[src/rtl/traffic_pkg.sv]
// rtl/traffic_pkg.sv - shared types and constants for the traffic light controller
// Contents: phase enum (S1..S6), lamp encodings {R,Y,G}, default phase durations.
package traffic_pkg;

  // Six signal phases; encodings 6 and 7 are unused and treated as illegal.
  typedef enum logic [2:0] {
    S1 = 3'd0,  // M1 green, M2 green
    S2 = 3'd1,  // M2 yellow
    S3 = 3'd2,  // MT green
    S4 = 3'd3,  // M1 and MT yellow
    S5 = 3'd4,  // S green
    S6 = 3'd5   // S yellow
  } state_t;

  // Lamp one-hot encoding {R,Y,G}.
  localparam logic [2:0] RED = 3'b100;
  localparam logic [2:0] YEL = 3'b010;
  localparam logic [2:0] GRN = 3'b001;

  // Default phase durations in clock cycles (one cycle = one second).
  localparam int T_MAIN_DEF  = 7;
  localparam int T_M2Y_DEF   = 2;
  localparam int T_TURN_DEF  = 5;
  localparam int T_TURNY_DEF = 2;
  localparam int T_SIDE_DEF  = 3;
  localparam int T_SIDEY_DEF = 2;
  localparam int CNT_W_DEF   = 4;

endpackage

[src/rtl/phase_timer.sv]
// rtl/phase_timer.sv - per-phase cycle counter with clear and terminal-count flag
// Ports: clk, rst (async active-low), clear (sync zero), limit (T-1 of current phase),
//        done (count == limit).
module phase_timer #(
  parameter int CNT_W = 4
) (
  input  logic             clk,
  input  logic             rst,
  input  logic             clear,
  input  logic [CNT_W-1:0] limit,
  output logic             done
);

  logic [CNT_W-1:0] count_q;

  always_ff @(posedge clk or negedge rst) begin
    if (!rst) begin
      count_q <= '0;
    end else if (clear) begin
      count_q <= '0;
    end else begin
      count_q <= count_q + 1'b1;
    end
  end

  assign done = (count_q == limit);

endmodule

[src/rtl/traffic_light_controller.sv]
// rtl/traffic_light_controller.sv - fixed-time six-phase Moore FSM for a four-approach intersection
// Ports: clk (1 tick per second), rst (async active-low),
//        light_M1 / light_M2 / light_MT / light_S: lamp one-hot {R,Y,G}.
module traffic_light_controller
  import traffic_pkg::*;
#(
  parameter int T_MAIN  = T_MAIN_DEF,
  parameter int T_M2Y   = T_M2Y_DEF,
  parameter int T_TURN  = T_TURN_DEF,
  parameter int T_TURNY = T_TURNY_DEF,
  parameter int T_SIDE  = T_SIDE_DEF,
  parameter int T_SIDEY = T_SIDEY_DEF,
  parameter int CNT_W   = CNT_W_DEF
) (
  input  logic       clk,
  input  logic       rst,
  output logic [2:0] light_M1,
  output logic [2:0] light_M2,
  output logic [2:0] light_MT,
  output logic [2:0] light_S
);

  state_t           state_q;
  state_t           state_d;
  logic             done;
  logic             illegal;
  logic [CNT_W-1:0] limit;

  // Counter restarts on every phase change, and also when recovering from an
  // illegal state so the recovered S1 runs its full length.
  phase_timer #(
    .CNT_W(CNT_W)
  ) u_timer (
    .clk  (clk),
    .rst  (rst),
    .clear(done | illegal),
    .limit(limit),
    .done (done)
  );

  // State register
  always_ff @(posedge clk or negedge rst) begin
    if (!rst) begin
      state_q <= S1;
    end else begin
      state_q <= state_d;
    end
  end

  // Next state and the terminal count of the current phase
  always_comb begin
    state_d = S1;
    limit   = '0;
    illegal = 1'b0;
    case (state_q)
      S1: begin
        limit   = CNT_W'(T_MAIN - 1);
        state_d = done ? S2 : S1;
      end
      S2: begin
        limit   = CNT_W'(T_M2Y - 1);
        state_d = done ? S3 : S2;
      end
      S3: begin
        limit   = CNT_W'(T_TURN - 1);
        state_d = done ? S4 : S3;
      end
      S4: begin
        limit   = CNT_W'(T_TURNY - 1);
        state_d = done ? S5 : S4;
      end
      S5: begin
        limit   = CNT_W'(T_SIDE - 1);
        state_d = done ? S6 : S5;
      end
      S6: begin
        limit   = CNT_W'(T_SIDEY - 1);
        state_d = done ? S1 : S6;
      end
      default: begin
        illegal = 1'b1;
        state_d = S1;
      end
    endcase
  end

  // Lamp decode from state only; unknown states show all red.
  always_comb begin
    light_M1 = RED;
    light_M2 = RED;
    light_MT = RED;
    light_S  = RED;
    case (state_q)
      S1: begin
        light_M1 = GRN;
        light_M2 = GRN;
      end
      S2: begin
        light_M1 = GRN;
        light_M2 = YEL;
      end
      S3: begin
        light_M1 = GRN;
        light_MT = GRN;
      end
      S4: begin
        light_M1 = YEL;
        light_MT = YEL;
      end
      S5: begin
        light_S = GRN;
      end
      S6: begin
        light_S = YEL;
      end
      default: begin
        light_M1 = RED;
      end
    endcase
  end

endmodule

[config.mk]
export PLATFORM = sky130hd
export DESIGN_NAME = traffic_light_controller
export DESIGN_NICKNAME = d
export VERILOG_FILES = /design/src/rtl/traffic_pkg.sv /design/src/rtl/phase_timer.sv /design/src/rtl/traffic_light_controller.sv
export SDC_FILE = /design/constraint.sdc
export NUM_CORES = 1
export LEC_CHECK = 0
export BUFFER_PORTS_ARGS = -buffer_cell sky130_fd_sc_hd__buf_2
export CORE_AREA = 2 2 39 41
export DETAILED_ROUTE_END_ITERATION = 7
export DIE_AREA = 0 0 41 43
export PLACE_DENSITY = 0.54
export SYNTH_ARGS = -nofsm -noshare
export SYNTH_HDL_FRONTEND = slang
export SYNTH_HIERARCHICAL = 1
export SYNTH_SLANG_ARGS = --single-unit
[constraint.sdc]
create_clock -name clk -period 1.8 [get_ports clk]
set_input_delay 0.36 -clock clk [delete_from_list [all_inputs] [get_ports clk]]
set_output_delay 0.36 -clock clk [all_outputs]
set_load 0.02 [all_outputs]
==> run metrics <==
Seq pwr share=25.2%; internal power=about 0.7 mW; most frequent cell after synthesis=nor2_1; Yosys cell types=21; PD cells=approximately 2200 nW/um^2; max-cap viol count=0; initial antenna violation count=0; WP data required=approximately 1.4 ns; die area=between 1500 and 2000 um^2; unrepaired setup endpoints after global routing=yes; final worst path period need=between 1.5 and 2 ns; die height=around 43 um; Final Hold Vio Count=0; global placement routability congestion=about 0.7; nets=70; leakage=between 0.3 and 0.4 nW; Port Buffers=13; Post-Syn Area per Cell=9.45 um^2; Setup-failing EPs final=0; gr usage total=between 10% and 20%; Initial Util=between 30% and 40%; Arr. time, crit path=between 1 and 1.5 ns; layout cells sized above 1=slightly above 40%; grt ovf=0; syn_nets=48; Reg clk slew, reported paths=roughly 0.050 ns; Die Width=~41 um; hold_ws=a little under 0.5 ns; critical path fanouts, max=5; DR DRC count=0; # fillers=between 150 and 200; vias in the first global route=329; Initial DRC Count=7; wire per inst=9.79 um; Vias/cell=about 4.4; sw frac=45.9%; TritonCTS clock tree=yes; row count=14; htree depth=1; area delta synth->final=35.3%; post-CTS setup buffers=0; Startpoint Class=flip-flop; Worst-Skew Late Latency=0.24 ns; clock root cell=clkbuf_4; final worst-path cycle share=a little over nine tenths; sequential-to-total area share from yosys stat=approximately two fifths; TritonRoute pass-1 iters=4; antenna-violating nets left=0; post-synth top area share=between 40 and 50%; Synth Instances=45; first-pass GRT wire length=around 1.3 mm; Synth async-reset ratio=100%; Worst Setup Path Type=reg2out; Yosys warning count=6; # diodes=0; Synth Cell Area=425 um^2; # IOs=14; core area=around 1400 um^2; number of flops mapped to enable cells by yosys=0; critical path capture point type=output port; flops & latches, synth=7; worst vdd ir=between 0.0005 and 0.0006 V; most common library cells after synthesis=nor2_1 (11), dfrtp_1 (7), xor2_1 (4), a21oi_1 (3); switching pwr=between 0.5 and 0.6 mW; Max Root-Sink Buffers=2; post-CTS resize count=0; HP Class=in2async; wirelength, routed=~800 um; dpl hpwl=~650 um; clock share of power=10.4%; Synth area leader=dfrtp_1; Highest Clock Rate=0.590 GHz; cts bufs inserted=3; Synth area leaders=dfrtp_1 (41%), nor2_1 (9.7%), xor2_1 (8.2%); clk sink count=7; routed vias=between 300 and 400; largest net degree at the start of global routing=8; Primary FF master, synth=dfrtp_1; final slew viol count=0; Final Skew=about 0.0023 ns; TNS Setup=0 ns; status=complete, no violations; part of the power in combinational logic=between 60% and 70%
timing repair:
item | CTS | global route
setup endpoints to repair | 0 | 2
hold endpoints to repair | 7 | 0
hold buffers | 1 | 0
cell type report:
type | count | area, um^2 | area share, %
sequential | 7 | 175 | 30.4
tap | 16 | 20.0 | 3.48
inverter | 1 | 3.75 | 0.652
timing repair buffer | 20 | 120 | 20.9
clock buffer | 4 | 26.3 | 4.57
multi-input combinational | 34 | 230 | 40.0
routing by layer:
layer / global-route usage (%) / wire (um) / share of wire, %
met5: 0 / 0 / 0
met4: 10.0 / 9 / 1.1
met3: 3.14 / 37 / 4.6
met2: 15.0 / 392 / 49
met1: 13.0 / 364 / 45
flip-flops by register name, summed over array words and instances (netlist names):
name,flops
state_q,3
u_timer/count_q,4
worst paths after layout:
| path | from | to | slack, ns | cells past startpoint |
|---|---|---|---|---|
| worst min register to register | u_timer/count_q[0]$_DFF_PN0_ | u_timer/count_q[0]$_DFF_PN0_ | 0.51 | 1 |
| worst max-delay path | state_q[2]$_DFF_PN0_ | light_M1[1] | 0.10 | 4 |
| worst min-delay path | rst | u_timer/count_q[1]$_DFF_PN0_ | 0.48 | 2 |
| min in group clk | u_timer/count_q[0]$_DFF_PN0_ | u_timer/count_q[0]$_DFF_PN0_ | 0.51 | 1 |
| max in group asynchronous | rst | state_q[1]$_DFF_PN0_ | 1.17 | 2 |
| worst max register to register | state_q[0]$_DFF_PN0_ | u_timer/count_q[3]$_DFF_PN0_ | 0.18 | 7 |
worst max-delay path, stage by stage, from the launching register on:
cell and delay [ns]:
dfrtp_1 0.41, buf_4 0.17, nand2b_2 0.21, nor2_1 0.13, buf_2 0.18
metrics by stage:
stage	utilization, %	cell area, um^2	total power [mW]	std cells	worst slack [ns]
after detailed placement	39.0	539	1.17	77	0.176
after global placement	39.0	539	1.16	77	0.179
after global routing	41.6	576	1.40	82	-0.0128
after CTS	41.6	576	1.31	82	0.0860
final	41.6	576	1.29	82	0.104
after floorplan	-	425	0.905	45	0.0511
power groups by stage:
stage / clock (mW) / sequential [mW] / combinational (mW)
floorplan: 0 / 0.314 / 0.592
global placement: 0 / 0.325 / 0.831
detailed placement: 0 / 0.326 / 0.840
CTS: 0.145 / 0.324 / 0.845
global route: 0.150 / 0.334 / 0.916
finish: 0.135 / 0.325 / 0.831
kinds of logic after synthesis:
family	count (synthesis)	share of synthesized area, %
buf+inv	4	4.70
flops	7	41.2
fa+ha+maj	1	2.94
simple gates	19	24.4
other cells	1	0.882
mux	3	8.23
compound gates	4	5.29
xor+xnor	6	12.4
cells in the final DEF, fill, tap and decap left out:
cell type	count
buf_2	13
nor4_2	1
nand2_1	1
a21o_1	1
buf_4	6
clkbuf_4	3
nand2b_2	1
ha_1	1
mux2_4	1
nand3_2	1
nor2b_1	2
dlygate4sd3_1	1
conb_1	1
mux2i_1	2
inv_1	1
clkbuf_1	1
dfrtp_1	7
nand2b_1	1
or2_4	1
nor2_1	11
xor2_1	4
xnor2_1	2
a21oi_1	3
Power figures use the tool's default switching activity.
